`config.mk`:
```
export PLATFORM = sky130hd
export DESIGN_NAME = ad5543_driver
export DESIGN_NICKNAME = d
export VERILOG_FILES = /design/src/rtl/ad5543_driver.sv
export SDC_FILE = /design/constraint.sdc
export NUM_CORES = 1
export LEC_CHECK = 0
export ABC_AREA = 0
export ABC_CLOCK_PERIOD_IN_PS = 2009
export CORE_ASPECT_RATIO = 0.7
export CORE_MARGIN = 2
export CORE_UTILIZATION = 47
export DETAILED_ROUTE_END_ITERATION = 7
export MAX_ROUTING_LAYER = met4
export PLACE_DENSITY = 0.74
export SKIP_CTS_REPAIR_TIMING = 1
export SLEW_MARGIN = 40
export SYNTH_ARGS = -nofsm -noshare
export SYNTH_HDL_FRONTEND = slang
export SYNTH_SLANG_ARGS = --single-unit
```
`constraint.sdc`:
```
create_clock -name clk -period 2.01 [get_ports clk]
set_clock_uncertainty 0.1 [all_clocks]
set_input_delay 0.201 -clock clk [delete_from_list [all_inputs] [get_ports clk]]
set_output_delay 0.201 -clock clk [all_outputs]
set_load 0.02 [all_outputs]
```
`src/rtl/ad5543_driver.sv`:
```
// ad5543_driver: turns valid/ready samples into AD5543 serial frames
// (sclk idles low, sdi MSB first, cs_n framing, done pulse when cs_n rises).
// Optional feature macro: AD5543_DRV_SKIP_SAME_EN -- when defined, a sample
// equal to the last word sent is accepted without producing a frame.

module ad5543_driver #(
  parameter int DW      = 16,
  parameter int CLK_DIV = 2,
  parameter int CS_GAP  = 2
) (
  input  logic          clk,
  input  logic          rst,
  input  logic [DW-1:0] s_data,
  input  logic          s_valid,
  output logic          s_ready,
  output logic          sclk,
  output logic          sdi,
  output logic          cs_n,
  output logic          busy,
  output logic          done
);

  localparam int PMAX = (CLK_DIV > CS_GAP) ? CLK_DIV : CS_GAP;
  localparam int PW   = $clog2(PMAX) + 1;
  localparam int BW   = $clog2(DW) + 1;

  localparam logic [PW-1:0] DIV_LAST = PW'(CLK_DIV - 1);
  // IDLE also holds cs_n high, so GAP runs one cycle short of CS_GAP
  localparam logic [PW-1:0] GAP_LAST = PW'((CS_GAP > 1) ? CS_GAP - 2 : 0);
  localparam logic [BW-1:0] BITS     = BW'(DW);

  typedef enum logic [2:0] {IDLE, SETUP, SHIFT_HI, SHIFT_LO, GAP} state_t;

  state_t        state_q, state_d;
  logic [PW-1:0] phase_q, phase_d;
  logic [BW-1:0] bit_q, bit_d;
  logic [DW-2:0] sh_q, sh_d;
  logic          sclk_q, sclk_d;
  logic          sdi_q, sdi_d;
  logic          cs_n_q, cs_n_d;
  logic          done_q, done_d;
  logic          skip_same;

`ifdef AD5543_DRV_SKIP_SAME_EN
  logic [DW-1:0] last_q, last_d;
  logic          none_sent_q, none_sent_d;

  assign skip_same = !none_sent_q && (s_data == last_q);

  // Remember the word behind every frame that actually starts
  always_comb begin
    last_d      = last_q;
    none_sent_d = none_sent_q;
    if (state_q == IDLE && s_valid && !skip_same) begin
      last_d      = s_data;
      none_sent_d = 1'b0;
    end
  end

  // Last-word register, forgotten on reset so the first sample always goes out
  always_ff @(posedge clk or posedge rst) begin
    if (rst) begin
      last_q      <= '0;
      none_sent_q <= 1'b1;
    end else begin
      last_q      <= last_d;
      none_sent_q <= none_sent_d;
    end
  end
`else
  assign skip_same = 1'b0;
`endif

  // Frame sequencing: the MSB leaves straight from s_data, the shift register holds the rest
  always_comb begin
    state_d = state_q;
    phase_d = phase_q;
    bit_d   = bit_q;
    sh_d    = sh_q;
    sclk_d  = sclk_q;
    sdi_d   = sdi_q;
    cs_n_d  = cs_n_q;
    done_d  = 1'b0;
    case (state_q)
      IDLE: begin
        phase_d = '0;
        sclk_d  = 1'b0;
        cs_n_d  = 1'b1;
        if (s_valid && !skip_same) begin
          state_d = SETUP;
          sh_d    = s_data[DW-2:0];
          sdi_d   = s_data[DW-1];
          cs_n_d  = 1'b0;
          bit_d   = BITS;
        end
      end
      SETUP: begin
        if (phase_q == DIV_LAST) begin
          phase_d = '0;
          sclk_d  = 1'b1;
          state_d = SHIFT_HI;
        end else begin
          phase_d = phase_q + PW'(1);
        end
      end
      SHIFT_HI: begin
        if (phase_q == DIV_LAST) begin
          phase_d = '0;
          sclk_d  = 1'b0;
          bit_d   = bit_q - BW'(1);
          state_d = SHIFT_LO;
          if (bit_q != BW'(1)) begin
            sdi_d = sh_q[DW-2];
            sh_d  = sh_q << 1;
          end
        end else begin
          phase_d = phase_q + PW'(1);
        end
      end
      SHIFT_LO: begin
        if (phase_q == DIV_LAST) begin
          phase_d = '0;
          if (bit_q == '0) begin
            cs_n_d  = 1'b1;
            done_d  = 1'b1;
            state_d = (CS_GAP > 1) ? GAP : IDLE;
          end else begin
            sclk_d  = 1'b1;
            state_d = SHIFT_HI;
          end
        end else begin
          phase_d = phase_q + PW'(1);
        end
      end
      GAP: begin
        if (phase_q == GAP_LAST) begin
          phase_d = '0;
          state_d = IDLE;
        end else begin
          phase_d = phase_q + PW'(1);
        end
      end
      default: state_d = IDLE;
    endcase
  end

  // State and registered pin drivers; reset parks the DAC pins in their idle levels
  always_ff @(posedge clk or posedge rst) begin
    if (rst) begin
      state_q <= IDLE;
      phase_q <= '0;
      bit_q   <= '0;
      sh_q    <= '0;
      sclk_q  <= 1'b0;
      sdi_q   <= 1'b0;
      cs_n_q  <= 1'b1;
      done_q  <= 1'b0;
    end else begin
      state_q <= state_d;
      phase_q <= phase_d;
      bit_q   <= bit_d;
      sh_q    <= sh_d;
      sclk_q  <= sclk_d;
      sdi_q   <= sdi_d;
      cs_n_q  <= cs_n_d;
      done_q  <= done_d;
    end
  end

  assign s_ready = (state_q == IDLE);
  assign busy    = !s_ready;
  assign sclk    = sclk_q;
  assign sdi     = sdi_q;
  assign cs_n    = cs_n_q;
  assign done    = done_q;

endmodule

```
==> results by group, run 1 <==
Clock tree
  • TritonCTS buffer count: 5
  • Clock Path Buffers: 2
  • Root Buffer: clkbuf_8
  • Clk_lat worst skew: 280 ps
  • Sink Count: 29
  • CTS tree: yes
  • CTS clock-pin slew for the worst setup and hold paths: 70 ps
  • CTS H-tree depth: 2

STA
  • Fin crit share: 0.936
  • Max-slew headroom: 0.690
  • Unrepaired setup endpoints after global routing: no
  • Minimum hold slack: 189 ps
  • Final setup viols: 0
  • Fin. Hold Viols: 0
  • Period minus WS final: 1880 ps
  • Slew @ Worst Pin: 462 ps
  • Final Slew Violations: 0
  • Max frequency: 531 MHz

Logic synthesis
  • Post-Syn Area: 1570 um^2
  • Main synth FF type: dfrtp_1
  • Post-synthesis instance total: 135
  • Top cell type's share of synthesized area: 0.445
  • Post-synth top area cell: dfrtp_1
  • Synth warnings: 0
  • Synth unique cells: 37
  • #FFs+latches synth: 29
  • Top cells by area, synth: dfrtp_1 45%, mux2_2 15%, mux2_1 6.4%
  • Syn Area/Cell: 11.7 um^2
  • Syn_nets: 161
  • Sequential share of the synthesized area: 0.462
  • Asr flop ratio synth: 1.00
  • Post-synth EDFFs: 0

Critical path
  • CP arrival: 2010 ps
  • Critical path peak fanout: 4
  • CP startpoint: bit_q[1]
  • RR Startpoint: bit_q[1]
  • FF-to-FF setup slack: 130 ps
  • Crit end category: register
  • Crit start category: register
  • Data required time of the worst path: 2140 ps
  • Type of the worst setup path: reg2reg

Cells and area
  • Ant. Diodes: 0
  • Fill count: 234
  • Design Area, Final: 2060 um^2
  • P&R area growth vs syn: 31.1%
  • Final net count: 196
  • Share of layout cells above drive strength 1: 0.275

Routing
  • DRT met1 WL: 1.57 mm
  • Detail Route Antenna Nets: 0
  • Met3 Routed Length: 172 um
  • Wire length per cell: 15.9 um
  • Routed length on met2: 1.48 mm
  • Routed Wire Length: 3.33 mm
  • Iter 0 DRT Violations: 135
  • Top Metal Used: met4
  • DRT Pass-1 Iters: 4
  • Vias post-DR: 1186
  • Residual DRC: 0
  • Post-DR vias/cell: 5.67

Die
  • Core Region: 3170 um^2
  • IO Count: 25
  • Die height: 52.4 um
  • Core Rows: 17
  • Die X: 73.2 um
  • Starting density of the core: 0.497
  • Die footprint: 3840 um^2

GRT
  • Vias in the first global route: 1199
  • Overflow left after global routing: 0
  • Initial antenna violation count: 0
  • Largest net degree at the start of global routing: 30
  • Global-route wire length before repair: 5.50 mm
  • GRT Util Overall: 0.202

Outcome
  • Status: complete, no violations

Run
  • # Max-Cap Violations: 0

Power and ir drop
  • Leak pwr: 0.923 nW
  • Power Total: 3.43 mW
  • Worst VDD drop: 0.000678 V
  • Power density over the cells: 1660 nW/um^2

Place
  • Hpwl dp: 2.34 mm
  • GP Congestion: 0.833
  • DP Area: 1920 um^2
  • Port Buffer Count: 24

Min path
  • Hold/Removal Path Class: in2async
==> report_power, final <==
group / switching [mW] / internal [mW]
Clock: 0.220 / 0.404
Sequential: 0.209 / 0.869
Combinational: 0.767 / 0.964
Total: 1.20 / 2.24
==> synthesized netlist by cell type, types with 2 or more instances <==
cell type  count
mux2i_1        2
inv_1         10
o31ai_1        3
a21oi_1        3
nand2_1        3
nand3_1        3
o22ai_1        2
nor3_1         4
buf_2          3
o21ai_0        7
mux2_2        21
mux2_1         9
ha_1           7
and2_1         2
nor2_1         4
nand4_1        2
or3_1          2
dfrtp_1       28
nand2b_1       2
==> per-layer routing <==
metal | global-route usage | vias to the layer above
met1 | 0.253 | 582
met5 | - | -
met4 | 0.111 | 0
met2 | 0.302 | 41
li1 | - | 553
met3 | 0.0519 | 10
==> worst paths after layout <==
kind	end	cells past startpoint
min in group clk	sh_q[2]	1
hold reg to reg	sh_q[2]	1
hold / removal	bit_q[4]	3
setup / recovery	bit_q[4]	5
setup reg to reg	bit_q[4]	5
max in group asynchronous	cs_n	3
==> layout make-up <==
class | instances | area [um^2] | area share
multi-input cells | 90 | 788 | 0.382
flip-flops and latches | 29 | 728 | 0.353
repair buffers | 34 | 345 | 0.167
clock buffers | 7 | 86.3 | 0.0418
well taps | 38 | 47.5 | 0.0230
inverters | 10 | 37.5 | 0.0182
clock inverters | 1 | 30.0 | 0.0146
==> layout by cell type (no fill, tap or decap), types with 2 or more instances in the layout <==
master	instances
nand2b_1	2
clkdlybuf4s50_1	22
nor2_1	4
buf_12	2
and2_1	2
buf_4	8
clkbuf_8	6
nand2_1	3
nor3_1	4
o22ai_1	2
dlymetal6s2s_1	2
a21oi_1	3
nand4_1	2
ha_1	7
dfrtp_1	27
o21ai_0	7
mux2_2	21
mux2_1	9
nand3_1	3
inv_1	9
o31ai_1	3
==> per-stage QoR <==
stage          utilization  instances  TNS, ps  setup WS (ps)
2_1_floorplan            -        135        0           21.0
3_3_place_gp         0.607        200        0            105
3_5_place_dp         0.607        200        0           34.5
4_1_cts              0.644        208    -16.4          -13.5
5_1_grt              0.651        209        0           25.2
6_report             0.651        209        0            128
==> cell families (layout without fill, tap and decap cells) <==
logic type | after synthesis | in the layout | share of synthesized area
AOI/OAI and AO/OA | 22 | 22 | 0.102
and+or+nand+nor | 29 | 29 | 0.108
adders and majority gates | 7 | 7 | 0.0556
DFF | 29 | 29 | 0.462
muxes | 32 | 32 | 0.227
buffers and inverters | 16 | 52 | 0.0453
==> critical path, cell delays in order, from the launching register on <==
cell	delay (ps)
dfrtp_1	400
inv_2	90
ha_1	210
or3b_2	460
a2111oi_0	440
a21o_1	140
==> state kept, by name, summed over array words and instances (netlist names) <==
| signal | cells |
|---|---|
| done | 1 |
| sclk | 1 |
| sdi | 1 |
| state_q | 3 |
| bit_q | 5 |
| sh_q | 15 |
| cs_n | 1 |
| phase_q | 2 |
Power figures use the tool's default switching activity.
==> inputs of run 2 (changes only) <==
- PLACE_DENSITY: 0.74 -> 0.72
==> run 2 against run 1 <==
Net effect:
- cell count is 1.9% higher
- total power is 2.8% higher
- non-clock buffer count is 4 higher
- fmax is 2.8% lower
- flip-flop and latch count stayed put
- critical path depth stayed put
- first-iteration DRC count is 39% lower
- sequential share of layout area is 0.69 points lower
- core utilization is 1.4 points higher
- count of clock-buffer cells in the layout is 2 lower
- largest cell class unchanged
- largest power group unchanged
==> results by group, run 2 (same netlist as run 1, synthesis figures left out) <==
Outcome
  • Status: complete, no violations (unchanged)

Cells and area
  • Max reg flops: 15 (unchanged)
  • Fill count: 227 (was 234)
  • Post-Layout Cell Count: 213 (was 209)
  • P&R area growth vs syn: 33.9% (was 31.1%)
  • Storage cell area: 729 um^2 (was 728 um^2)
  • Area occupied by multi-input gates: 785 um^2 (was 788 um^2)
  • Most common cell after layout, fill and taps aside: dfrtp_1 (unchanged)
  • Share of layout cells above drive strength 1: 0.303 (was 0.275)
  • Final net count: 200 (was 196)
  • Top Registers: sh_q: 15 flops, bit_q: 5 flops, state_q: 3 flops (unchanged)
  • Fin util: 0.665 (was 0.651)
  • Top reg by flops: sh_q (unchanged)
  • Design Area, Final: 2110 um^2 (was 2060 um^2)
  • Ant. Diodes: 0 (unchanged)
  • Most frequent cells in the layout: 26 x dfrtp_1, 22 x clkdlybuf4s50_1, 21 x mux2_2 (was 27 x dfrtp_1, 22 x clkdlybuf4s50_1, 21 x mux2_2)

Clock tree
  • TritonCTS buffer count: 5 (unchanged)
  • Clk_lat worst skew: 280 ps (about the same)
  • CTS clock-pin slew for the worst setup and hold paths: 70 ps (about the same)
  • Root Buffer: clkbuf_8 (unchanged)
  • CTS tree: yes (unchanged)
  • Sink Count: 29 (unchanged)
  • Clock Path Buffers: 2 (unchanged)
  • CTS H-tree depth: 2 (unchanged)

Power and ir drop
  • Clock power frac: 0.204 (was 0.182)
  • Switching share of power: 0.338 (was 0.348)
  • Gate power share: 0.496 (was 0.504)
  • P_sw: 1.19 mW (was 1.20 mW)
  • Power density over the cells: 1670 nW/um^2 (was 1660 nW/um^2)
  • Leak pwr: 0.949 nW (was 0.923 nW)
  • Internal power: 2.34 mW (was 2.24 mW)
  • Share of power burned in registers: 0.300 (was 0.314)
  • Worst VDD drop: 0.000774 V (was 0.000678 V)

Routing
  • Routed Wire Length: 3.33 mm (about the same)
  • Vias post-DR: 1198 (was 1186)
  • Wire length per cell: 15.6 um (was 15.9 um)
  • Iter 0 DRT Violations: 82 (was 135)
  • Detail Route Antenna Nets: 0 (unchanged)
  • Post-DR vias/cell: 5.62 (was 5.67)
  • DRT Pass-1 Iters: 4 (unchanged)
  • Residual DRC: 0 (unchanged)

Critical path
  • Critical path peak fanout: 4 (unchanged)
  • Worst-path cell chain: inv_2 -> ha_1 -> or4b_2 -> or3_4 -> a21oi_1 (was inv_2 -> ha_1 -> or3b_2 -> a2111oi_0 -> a21o_1)
  • Type of the worst setup path: reg2reg (unchanged)
  • Crit end category: register (unchanged)
  • Slowest cell delay on critical path: 610 ps (was 460 ps)
  • Data required time of the worst path: 2120 ps (was 2140 ps)
  • Crit start category: register (unchanged)
  • Family with the most delay on the worst path: simple AND/OR/NAND/NOR gates (was compound AO/OA/AOI/OAI gates)
  • CP arrival: 2050 ps (was 2010 ps)
  • Worst Path Buf+Inv: 1 (unchanged)
  • CP max-delay cell: or4b_2 (was or3b_2)

GRT
  • Largest net degree at the start of global routing: 18 (was 30)
  • Met3 usage: 0.0538 (was 0.0519)
  • Initial antenna violation count: 0 (unchanged)
  • Global-route wire length before repair: 5.64 mm (was 5.50 mm)
  • Met2 global-route usage: 0.311 (was 0.302)
  • Vias in the first global route: 1224 (was 1199)
  • Overflow left after global routing: 0 (unchanged)
  • Most Crowded Layer GR: met2 (unchanged)
  • GR Layer Usage met1: 0.259 (was 0.253)
  • GRT Util Overall: 0.205 (was 0.202)

Die
  • Die footprint: 3840 um^2 (unchanged)
  • Die height: 52.4 um (unchanged)
  • Starting density of the core: 0.497 (unchanged)
  • Core Region: 3170 um^2 (unchanged)
  • IO Count: 25 (unchanged)
  • Die X: 73.2 um (unchanged)
  • Core Rows: 17 (unchanged)

Place
  • Dpl cells: 204 (was 200)
  • DP Area: 1950 um^2 (was 1920 um^2)
  • GP Congestion: 0.962 (was 0.833)
  • Port Buffer Count: 24 (unchanged)
  • Hpwl dp: 2.53 mm (was 2.34 mm)

STA
  • Period minus WS final: 1940 ps (was 1880 ps)
  • Max-slew headroom: 0.628 (was 0.690)
  • Final Slew Violations: 0 (unchanged)
  • Final setup viols: 0 (unchanged)
  • Slew @ Worst Pin: 557 ps (was 462 ps)
  • Fin crit share: 0.964 (was 0.936)
  • Max frequency: 516 MHz (was 531 MHz)
  • Minimum hold slack: 181 ps (was 189 ps)
  • Setup TNS Final: 0 ps (unchanged)
  • Fin. Hold Viols: 0 (unchanged)
  • Unrepaired setup endpoints after global routing: no (unchanged)

Min path
  • Hold/Removal Path Class: in2async (unchanged)

Run
  • # Max-Cap Violations: 0 (unchanged)
-- run 2: cell types whose count changed in the layout (fill, tap and decap cells not counted), sizes merged --
cell	change
clkbuf	-2
buf	+4
bufinv	+1
clkinv	+1
-- run 2: final cells by class --
class	instances	share of cell area
Multi-Input combinational cell	90	0.372
Inverter	10	0.0178
Timing Repair Buffer	38	0.178
Clock inverter	3	0.0309
Tap cell	38	0.0226
Sequential cell	29	0.346
Clock buffer	5	0.0326
-- run 2: path summary, 6_finish.rpt --
check                         start      end  slack, ps  depth (start not counted)
max                        bit_q[1]     cs_n         70                          5
min                             rst  sh_q[1]        180                          2
max reg2reg                bit_q[1]     cs_n         70                          5
min reg2reg                 sh_q[1]  sh_q[1]        390                          1
max in group asynchronous       rst  sh_q[9]       1140                          3
min in group clk            sh_q[1]  sh_q[1]        390                          1
-- run 2: metal layers --
layer | up-vias | wire [um]
li1 | 561 | -
met1 | 591 | 1490
met2 | 39 | 1600
met3 | 7 | 185
met4 | 0 | 55
met5 | - | 0
-- run 2: through the flow --
stage,setup slack (ps),power (mW)
finish,72.7,3.53
CTS,-22.7,3.53
global route,7.21,3.77
detailed placement,49.0,2.79
floorplan,21.0,2.23
global placement,114,2.70
-- run 2: power groups by stage --
stage,Combinational (mW),Clock (mW),Sequential (mW)
after CTS,1.75,0.731,1.05
after floorplan,1.19,0,1.05
final,1.75,0.718,1.06
after detailed placement,1.73,0,1.06
after global routing,1.90,0.771,1.10
after global placement,1.66,0,1.04
==> inputs of run 3 (changes only) <==
- CORE_ASPECT_RATIO: 0.7 -> not set
==> run 3 against run 2 <==
Net effect:
- count of clock-buffer cells in the layout grew 1
- fmax increased by 0.39%
- flip-flop and latch count unchanged
==> results by group, run 3 (same netlist as run 1, synthesis figures left out) <==
Outcome
  • Status: complete, no violations (unchanged)

Place
  • Port Buffer Count: 24 (unchanged)
  • GP Congestion: 0.878 (was 0.962)
  • Hpwl dp: 2.26 mm (was 2.53 mm)

STA
  • Unrepaired setup endpoints after global routing: no (unchanged)
  • Max-slew headroom: 0.672 (was 0.628)
  • Final Slew Violations: 0 (unchanged)
  • Fin crit share: 0.960 (was 0.964)
  • Final setup viols: 0 (unchanged)
  • Period minus WS final: 1930 ps (was 1940 ps)
  • Max frequency: 518 MHz (was 516 MHz)
  • Slew @ Worst Pin: 488 ps (was 557 ps)
  • Fin. Hold Viols: 0 (unchanged)

GRT
  • Vias in the first global route: 1164 (was 1224)
  • Largest net degree at the start of global routing: 30 (was 18)
  • Global-route wire length before repair: 4.89 mm (was 5.64 mm)
  • Initial antenna violation count: 0 (unchanged)
  • GRT Util Overall: 0.181 (was 0.205)
  • Overflow left after global routing: 0 (unchanged)

Power and ir drop
  • Power Total: 3.12 mW (was 3.53 mW)
  • Power density over the cells: 1540 nW/um^2 (was 1670 nW/um^2)
  • Leak pwr: 0.894 nW (was 0.949 nW)
  • Worst VDD drop: 0.000808 V (was 0.000774 V)

Critical path
  • FF-to-FF setup slack: 80 ps (was 70 ps)
  • CP startpoint: bit_q[1] (unchanged)
  • Data required time of the worst path: 2170 ps (was 2120 ps)
  • R2r endpoint: cs_n (unchanged)
  • Critical path peak fanout: 4 (unchanged)
  • CP arrival: 2090 ps (was 2050 ps)
  • Crit start category: register (unchanged)
  • CP endpoint: cs_n (unchanged)
  • Type of the worst setup path: reg2reg (unchanged)
  • Crit end category: register (unchanged)
  • RR Startpoint: bit_q[1] (unchanged)
  • R2r worst-path depth: 5 (unchanged)

Clock tree
  • Clock Path Buffers: 2 (unchanged)
  • Clk_lat worst skew: 320 ps (was 280 ps)
  • CTS H-tree depth: 2 (unchanged)
  • CTS tree: yes (unchanged)
  • TritonCTS buffer count: 5 (unchanged)
  • Root Buffer: clkbuf_4 (was clkbuf_8)
  • Sink Count: 29 (unchanged)
  • CTS clock-pin slew for the worst setup and hold paths: 100 ps (was 70 ps)

Cells and area
  • Final net count: 196 (was 200)
  • Top Registers: sh_q: 15 flops, bit_q: 5 flops, state_q: 3 flops (unchanged)
  • Fin util: 0.616 (was 0.665)
  • Share of layout cells above drive strength 1: 0.292 (was 0.303)
  • Most frequent cells in the layout: 26 x dfrtp_1, 22 x clkdlybuf4s50_1, 21 x mux2_2 (unchanged)
  • P&R area growth vs syn: 28.5% (was 33.9%)
  • Max reg flops: 15 (unchanged)
  • Most common cell after layout, fill and taps aside: dfrtp_1 (unchanged)
  • Fill count: 268 (was 227)
  • Ant. Diodes: 0 (unchanged)
  • Top reg by flops: sh_q (unchanged)

Die
  • Starting density of the core: 0.479 (was 0.497)
  • Core Region: 3280 um^2 (was 3170 um^2)
  • Die X: 61.9 um (was 73.2 um)
  • Core Rows: 21 (was 17)
  • Die height: 61.9 um (was 52.4 um)
  • IO Count: 25 (unchanged)
  • Die footprint: 3830 um^2 (was 3840 um^2)

Routing
  • Wire length per cell: 14.5 um (was 15.6 um)
  • Vias post-DR: 1147 (was 1198)
  • Post-DR vias/cell: 5.29 (was 5.62)
  • Routed Wire Length: 3.14 mm (was 3.33 mm)
  • Residual DRC: 0 (unchanged)
  • Iter 0 DRT Violations: 29 (was 82)
  • Detail Route Antenna Nets: 0 (unchanged)
  • DRT Pass-1 Iters: 4 (unchanged)

Min path
  • Hold/Removal Path Class: in2async (unchanged)

Run
  • # Max-Cap Violations: 0 (unchanged)
-- run 3: changes by cell type in the layout (fill, tap and decap cells not counted), sizes merged --
| cell | previous run | this run |
|---|---|---|
| buf | 14 | 10 |
| bufinv | 2 | 0 |
| clkbuf | 5 | 6 |
| clkinv | 1 | 2 |
-- run 3: area by class of cell --
cell class / count / area (um^2) / share of cell area
tap: 46 / 57.6 / 0.0285
multi-input combinational: 90 / 801 / 0.396
clock buffer: 6 / 41.3 / 0.0204
clock inverter: 2 / 10.0 / 0.00495
timing repair buffer: 34 / 345 / 0.171
inverter: 10 / 37.5 / 0.0186
sequential: 29 / 729 / 0.361
-- run 3: power breakdown --
| group | switching [mW] | leakage, nW | internal, mW | total, mW |
|---|---|---|---|---|
| registers | 0.199 | 0.344 | 0.867 | 1.07 |
| clock network | 0.204 | 0.0320 | 0.133 | 0.337 |
| logic | 0.748 | 0.517 | 0.969 | 1.72 |
-- run 3: how the worst min path moves through the flow --
stage | end | slack, ps | depth (start not counted)
floorplan | bit_q[0] | 180 | 1
global placement | sh_q[7] | 360 | 1
detailed placement | sh_q[1] | 370 | 1
CTS | sh_q[3] | 150 | 3
global route | sh_q[3] | 190 | 3
finish | bit_q[4] | 140 | 3
-- run 3: routing by layer --
| layer | track usage | vias up | part of all wire |
|---|---|---|---|
| li1 | - | 557 | - |
| met1 | 0.210 | 553 | 0.44 |
| met2 | 0.299 | 32 | 0.50 |
| met3 | 0.0435 | 5 | 0.052 |
| met4 | 0.0760 | 0 | 0.011 |
| met5 | - | - | 0 |
-- run 3: worst max-delay path: stages (launching register included) --
cell and delay, ps:
dfrtp_1 410, inv_2 90, ha_1 160, or4b_2 610, or3_4 370, a21oi_2 130
-- run 3: through the flow --
stage / std cells / TNS, ps / hold slack, ps / cell area, um^2 / setup WS, ps
2_1_floorplan: 135 / 0 / 178 / 1580 / 21.0
3_3_place_gp: 208 / 0 / 363 / 1930 / 116
3_5_place_dp: 208 / 0 / 371 / 1930 / 26.8
4_1_cts: 216 / -344 / 146 / 1990 / -211
5_1_grt: 217 / 0 / 194 / 2020 / 6.39
6_report: 217 / 0 / 141 / 2020 / 80.2
